===== config.mk =====
export PLATFORM = sky130hd
export DESIGN_NAME = paddle_array_ctrl
export DESIGN_NICKNAME = d
export VERILOG_FILES = /design/src/rtl/sprite_pkg.sv /design/src/rtl/paddle_axis.sv /design/src/rtl/paddle_array_ctrl.sv
export SDC_FILE = /design/constraint.sdc
export NUM_CORES = 1
export LEC_CHECK = 0
export BUFFER_PORTS_ARGS = -buffer_cell sky130_fd_sc_hd__buf_4
export CAP_MARGIN = 20
export CORE_AREA = 2 2 134 136
export DETAILED_ROUTE_END_ITERATION = 8
export DIE_AREA = 0 0 136 138
export PLACE_DENSITY = 0.66
export SLEW_MARGIN = 40
export SYNTH_ARGS = -nofsm -noshare
export SYNTH_HDL_FRONTEND = slang
export SYNTH_SLANG_ARGS = --single-unit

===== constraint.sdc =====
create_clock -name clk -period 2.2 [get_ports clk]
set_input_delay 0.44 -clock clk [delete_from_list [all_inputs] [get_ports clk]]
set_output_delay 0.44 -clock clk [all_outputs]
set_load 0.01 [all_outputs]

===== src/rtl/sprite_pkg.sv =====
// Screen geometry, sprite payload and paddle enums shared by the paddle datapath.
package sprite_pkg;

  localparam int unsigned SCREEN_H_RES  = 640;
  localparam int unsigned SCREEN_V_RES  = 480;
  localparam int unsigned SCREEN_BORDER = 8;
  localparam int unsigned PADDLE_WIDTH  = 10;
  localparam int unsigned PADDLE_HEIGHT = 50;
  localparam int unsigned X_POS_W       = 10;
  localparam int unsigned Y_POS_W       = 10;

  localparam int unsigned PADDLE_CENTER = PADDLE_HEIGHT / 2;
  localparam int unsigned V_CENTER      = (SCREEN_V_RES - PADDLE_HEIGHT) / 2;
  localparam int unsigned UP_LIMIT      = SCREEN_BORDER;
  localparam int unsigned DOWN_LIMIT    = SCREEN_V_RES - SCREEN_BORDER - PADDLE_HEIGHT;

  typedef struct packed {
    logic [X_POS_W-1:0] x_pos;
    logic [Y_POS_W-1:0] y_pos;
    logic [X_POS_W-1:0] right;
    logic [Y_POS_W-1:0] bottom;
  } sprite_t;

  typedef enum logic [1:0] {HOLD = 2'd0, UP = 2'd1, DOWN = 2'd2} paddle_dir_t;

  typedef enum logic {MODE_MANUAL = 1'b0, MODE_AI = 1'b1} paddle_mode_t;

endpackage


===== src/rtl/paddle_axis.sv =====
// One paddle channel: direction FSM, cycles-per-pixel step counter and y clamp.
module paddle_axis
  import sprite_pkg::*;
#(
  parameter int unsigned CNT_W    = 16,
  parameter int unsigned DEADZONE = 4
) (
  input  logic               clk,
  input  logic               rst_n,
  input  logic               restart_i,
  input  logic               freeze_i,
  input  logic               mode_i,
  input  logic               up_i,
  input  logic               down_i,
  input  logic [CNT_W-1:0]   speed_i,
  input  logic [Y_POS_W-1:0] target_y_i,
  output logic [Y_POS_W-1:0] y_pos_o,
  output logic               at_limit_o
);

  localparam int unsigned CMP_W = Y_POS_W + 1;

  paddle_dir_t        state_q, state_d;
  paddle_dir_t        req_c;
  logic [CNT_W-1:0]   cnt_q, cnt_d;
  logic [Y_POS_W-1:0] y_q, y_d;
  logic [CMP_W-1:0]   centre_c, tgt_c, dz_c;
  logic               wrap_c;

  // Requested direction; AI compare is widened so centre-DEADZONE cannot underflow.
  always_comb begin
    centre_c = CMP_W'(y_q) + CMP_W'(PADDLE_CENTER);
    tgt_c    = CMP_W'(target_y_i);
    dz_c     = CMP_W'(DEADZONE);
    req_c    = HOLD;
    if (paddle_mode_t'(mode_i) == MODE_AI) begin
      if ((tgt_c + dz_c) < centre_c)      req_c = UP;
      else if (tgt_c > (centre_c + dz_c)) req_c = DOWN;
    end else begin
      if (up_i && !down_i)      req_c = UP;
      else if (down_i && !up_i) req_c = DOWN;
    end
  end

  always_ff @(posedge clk or negedge rst_n) begin
    if (!rst_n) begin
      state_q <= HOLD;
      cnt_q   <= '0;
      y_q     <= Y_POS_W'(V_CENTER);
    end else begin
      state_q <= state_d;
      cnt_q   <= cnt_d;
      y_q     <= y_d;
    end
  end

  always_comb begin
    state_d = state_q;
    if (restart_i)              state_d = HOLD;
    else if (!freeze_i)         state_d = req_c;
  end

  // Counter and position update; speed 0 parks the counter so no step ever fires.
  always_comb begin
    cnt_d  = cnt_q;
    y_d    = y_q;
    wrap_c = (speed_i != '0) && (cnt_q == CNT_W'(speed_i - CNT_W'(1)));
    if (restart_i) begin
      cnt_d = '0;
      y_d   = Y_POS_W'(V_CENTER);
    end else if (!freeze_i) begin
      if (req_c != state_q) begin
        cnt_d = '0;
      end else if (state_q != HOLD) begin
        if (speed_i == '0) begin
          cnt_d = '0;
        end else if (wrap_c) begin
          cnt_d = '0;
          if (state_q == UP && y_q > Y_POS_W'(UP_LIMIT))
            y_d = y_q - Y_POS_W'(1);
          else if (state_q == DOWN && y_q < Y_POS_W'(DOWN_LIMIT))
            y_d = y_q + Y_POS_W'(1);
        end else begin
          cnt_d = cnt_q + CNT_W'(1);
        end
      end
    end
  end

  assign y_pos_o    = y_q;
  assign at_limit_o = (y_q == Y_POS_W'(UP_LIMIT)) || (y_q == Y_POS_W'(DOWN_LIMIT));

endmodule


===== src/rtl/paddle_array_ctrl.sv =====
// Array of independent paddle channels with reset synchroniser and sprite output packing.
module paddle_array_ctrl
  import sprite_pkg::*;
#(
  parameter int unsigned N_PADDLES = 2,
  parameter int unsigned CNT_W     = 16,
  parameter int unsigned DEADZONE  = 4,
  parameter logic [N_PADDLES-1:0][X_POS_W-1:0] X_POS =
    {X_POS_W'(SCREEN_BORDER), X_POS_W'(SCREEN_H_RES - SCREEN_BORDER - PADDLE_WIDTH)}
) (
  input  logic                            clk,
  input  logic                            rst_n,
  input  logic                            restart_i,
  input  logic                            freeze_i,
  input  logic [N_PADDLES-1:0]            mode_i,
  input  logic [N_PADDLES-1:0]            up_i,
  input  logic [N_PADDLES-1:0]            down_i,
  input  logic [N_PADDLES-1:0][CNT_W-1:0] speed_i,
  input  logic [Y_POS_W-1:0]              target_y_i,
  output sprite_t [N_PADDLES-1:0]         paddles_o,
  output logic [N_PADDLES-1:0]            at_limit_o
);

  logic [1:0] rst_sync_q, rst_sync_d;
  logic       rst_n_sync;

  // Asynchronous assert, two-flop synchronised release.
  always_comb rst_sync_d = {rst_sync_q[0], 1'b1};

  always_ff @(posedge clk or negedge rst_n) begin
    if (!rst_n) rst_sync_q <= '0;
    else        rst_sync_q <= rst_sync_d;
  end

  assign rst_n_sync = rst_sync_q[1];

  for (genvar n = 0; n < N_PADDLES; n++) begin : g_ch
    logic [Y_POS_W-1:0] y_pos;

    paddle_axis #(
      .CNT_W    (CNT_W),
      .DEADZONE (DEADZONE)
    ) u_axis (
      .clk        (clk),
      .rst_n      (rst_n_sync),
      .restart_i  (restart_i),
      .freeze_i   (freeze_i),
      .mode_i     (mode_i[n]),
      .up_i       (up_i[n]),
      .down_i     (down_i[n]),
      .speed_i    (speed_i[n]),
      .target_y_i (target_y_i),
      .y_pos_o    (y_pos),
      .at_limit_o (at_limit_o[n])
    );

    always_comb begin
      paddles_o[n].x_pos  = X_POS[n];
      paddles_o[n].right  = X_POS[n] + X_POS_W'(PADDLE_WIDTH - 1);
      paddles_o[n].y_pos  = y_pos;
      paddles_o[n].bottom = y_pos + Y_POS_W'(PADDLE_HEIGHT - 1);
    end
  end

endmodule


==> results_dict.tcl <==
set metrics [dict create \
    outcome "finished, violations left" \
    failed_checks "negative setup slack" \
    maxCapViolations 0 \
    grt_first_pass_wirelength_um 38200 \
    port_buffers 93 \
    cts-root-buf "clkbuf_16" \
    regToRegEndpoint "g_ch[1].u_axis.cnt_q[2]" \
    die_w_um 136 \
    power_density_mw_per_mm2 324 \
    synth_top_family_by_area "simple AND/OR/NAND/NOR gates" \
    area_growth_pct 56.2 \
    drive_gt1_frac 0.425 \
    synth_fa_ha_area_frac 0.111 \
    startpoint "g_ch[1].u_axis.y_pos_o[1]" \
    cp_data_arrival_time_ns 4.44 \
    ir_drop_mv 0.288 \
    cts-buffers-inserted 9 \
    dieArea_mm2 0.0188 \
    hp-class "reg -> async" \
    postSynthCellCount 937 \
    fin_ws_ns -1.96 \
    period_share 1.89 \
    dp_slack_ns -1.96 \
    worstMarginPinSlew_ns 0.612 \
    synth_edf_count 0 \
    slowest_delay_ns 0.57 \
    fin_crit_ns 4.16 \
    synth_cell_type_count 87 \
    core_mm2 0.0175 \
    cts_sinks 58 \
    r2r-start "g_ch[1].u_axis.y_pos_o[1]" \
    wl_per_cell_um 15.1 \
    n_fill_cell 1411 \
    finalSetupViolations 64 \
    cp_max_fo 8 \
    seqPwrFrac 0.290 \
    final_hold_viol_count 0 \
    ant_nets 0 \
    routed_wl_um 23700 \
    reg2reg_slack_ns -1.96 \
    rsz0062_at_grt "true" \
    skew_ns 0.00527 \
    crit_path_start_kind "flip-flop" \
    clkSlewWorstSetupHoldPaths_ns 0.06 \
    cts_max_level 3 \
    yosys_warnings 0 \
    grt_pass1_vias 8270 \
    drt_iter0_markers 511 \
    gp_congestion 0.862 \
    cts_tree "yes" \
    end_kind "flip-flop" \
    drv_slew 0 \
    dp_hpwl_um 18000 \
    synth.area.mux_share 0.0217 \
    relSlewSlack 0.592 \
    detailroute.via_count 8355 \
    seq_area_frac_synth 0.195 \
    synthArstFlopShare 1.00 \
    switching_share 0.294 \
    rows 49 \
    whs_ns 0.282 \
    cp_cell_sequence "ha_4 -> buf_6 -> a211o_1 -> nand2_2 -> xor2_4 -> nor3_4 -> nand2_1 -> nor2_1 -> xor2_1 -> ha_1 -> a21oi_2 -> nand2_1 -> o2111a_1 -> and3_4 -> a211o_1 -> buf_6 -> a211oi_4 -> buf_4 -> and2b_4 -> a22o_1" \
    synth_simple_gate_area_share 0.259 \
    r2r_cells 20 \
    leakagePower_nw 5.62 \
    drc_errors 0 \
    clk_latency_ns 0.34 \
    antennaDiodeCount 0 \
    initial_utilization 0.430 \
    synth-main-ff-cell "dfrtp_1" \
    viasPerCell 5.32 \
    ios 134 \
    synth_area_per_cell_um2 8.04 \
    track_usage 0.248 \
    synth-compound-area-share 0.214 \
    grt_overflow 0 \
    cts_max_path_buffers 2 \
    ys_ff_latch 58 \
    comb_power_share 0.299 \
    grt_max_degree 27 \
    switchingPower_mw 1.12 \
    nets 1454 \
    fmax_mhz 241 \
    crit_slowest_cell "dfstp_2" \
    first_pass_iters 5 \
    die_h_um 138 \
    internal_power_mw 2.69 \
    grt_antenna_before_repair 0 \
    worstSetupPathType "reg -> reg" \
    pwr-share-clk 0.411 \
    synth-xor-area-share 0.110 \
    syn_area_mm2 0.00754 \
    worstPathRequired_ns 2.48 \
    tns_ns -103.11 \
]
==> timing repair <==
item,4_1_cts,5_1_grt
gates resized for setup,59,33
setup endpoints to repair,66,67
hold buffers,1,0
buffers inserted,15,9
hold endpoints to repair,2,0
pin swaps,32,20
gates cloned,1,2
==> cell usage after synthesis, drive strengths merged, types with 11 or more instances <==
cell type / n / area [um2]
or3: 14 / 92.6
clkbuf: 21 / 78.8
nand3: 33 / 165
a211oi: 13 / 120
dfrtp: 46 / 1150
a211o: 12 / 105
xnor2: 62 / 543
nor2b: 19 / 119
buf: 59 / 429
a21o: 20 / 150
dfstp: 12 / 315
nand2: 62 / 233
a22o: 22 / 193
xor2: 33 / 289
nand4: 16 / 100
o21ai: 27 / 139
a21oi: 45 / 233
nor3: 28 / 140
nor4: 11 / 81.3
ha: 63 / 788
mux2i: 13 / 130
nor2: 84 / 323
nand2b: 18 / 113
o21bai: 12 / 90.1
and3: 21 / 131
inv: 41 / 154
==> kinds of logic after synthesis <==
| group | count (synthesis) |
|---|---|
| AND/OR/NAND/NOR | 363 |
| AO/OA/AOI/OAI | 216 |
| buffers and inverters | 121 |
| XOR/XNOR | 95 |
| adder cells (fa/ha/maj) | 66 |
| flip-flops | 58 |
| multiplexers | 16 |
| other | 2 |
==> how the worst max path moves through the flow <==
stage | cells after the start | slack [ns] | to
2_1_floorplan | 18 | -2.00 | g_ch[1].u_axis.y_pos_o[9]
3_3_place_gp | 18 | -1.87 | g_ch[1].u_axis.y_pos_o[8]
3_5_place_dp | 18 | -1.96 | g_ch[1].u_axis.y_pos_o[2]
4_1_cts | 19 | -1.86 | g_ch[0].u_axis.cnt_q[6]
5_1_grt | 21 | -2.19 | g_ch[1].u_axis.cnt_q[13]
6_report | 20 | -1.96 | g_ch[1].u_axis.cnt_q[2]
==> critical path: cells and delay by family, from the launching register on <==
kind	cells	cell delay [ns]
xor gates and xnor gates	2	0.35
and+or+nand+nor	7	0.96
DFF	1	0.57
adders and majority gates	2	0.47
buffers and inverters	3	0.45
AOI/OAI and AO/OA	6	1.29
==> power groups by stage <==
stage | clock network, mW | logic, mW | registers (mW)
detailed placement | 0 | 1.05 | 1.12
global placement | 0 | 1.03 | 1.12
floorplan | 0 | 0.605 | 1.13
CTS | 1.59 | 1.08 | 1.11
global route | 1.62 | 1.24 | 1.11
finish | 1.57 | 1.14 | 1.10
==> flip-flops by register name (all words and copies together), names as in the netlist <==
name / cells
g_ch.u_axis.y_pos_o: 20
g_ch.u_axis.cnt_q: 32
g_ch.u_axis.state_q: 4
rst_sync_q: 2
==> routing by layer <==
metal,share of wire,global-route usage,vias up
li1,-,-,4144
met2,0.51,0.437,209
met5,0,0,-
met3,0.040,0.0315,42
met4,0.019,0.0674,0
met1,0.43,0.316,3960
==> cells in the final DEF (no fill, tap or decap), types with 9 or more instances in the layout <==
cell       instances
dfrtp_1           43
and3_1            17
a211o_1           11
nand3_1           29
nand2b_1          18
o21ai_0           16
a21oi_1           33
nand4_1           16
o21bai_1          11
xor2_1            28
dfstp_2           12
ha_1              58
a21o_1            20
or3_1             11
clkbuf_16          9
inv_1             37
a21oi_2            9
nor3_1            22
nor2_1            78
buf_6             16
nand2_1           59
mux2i_1           13
buf_4            405
conb_1            41
xnor2_1           54
nor2b_1           18
a22o_1            22
==> stage by stage <==
stage | instances | cell area (um2) | util | power [mW]
after floorplan | 976 | 7960 | - | 1.74
after global placement | 1532 | 10800 | 0.618 | 2.15
after detailed placement | 1532 | 10800 | 0.618 | 2.17
after CTS | 1563 | 11600 | 0.660 | 3.77
after global routing | 1571 | 11800 | 0.671 | 3.97
final | 1571 | 11800 | 0.671 | 3.81
==> area by class of cell <==
type                            count  area [um2]  share of cell area
Multi-Input combinational cell    798        6170               0.524
Timing Repair Buffer              429        3370               0.286
Sequential cell                    58        1470               0.125
Tap cell                          229         287              0.0243
Clock buffer                       10         239              0.0203
Inverter                           41         154              0.0131
Clock inverter                      6        90.1             0.00765
No activity file was read; power rests on OpenSTA's default activity.
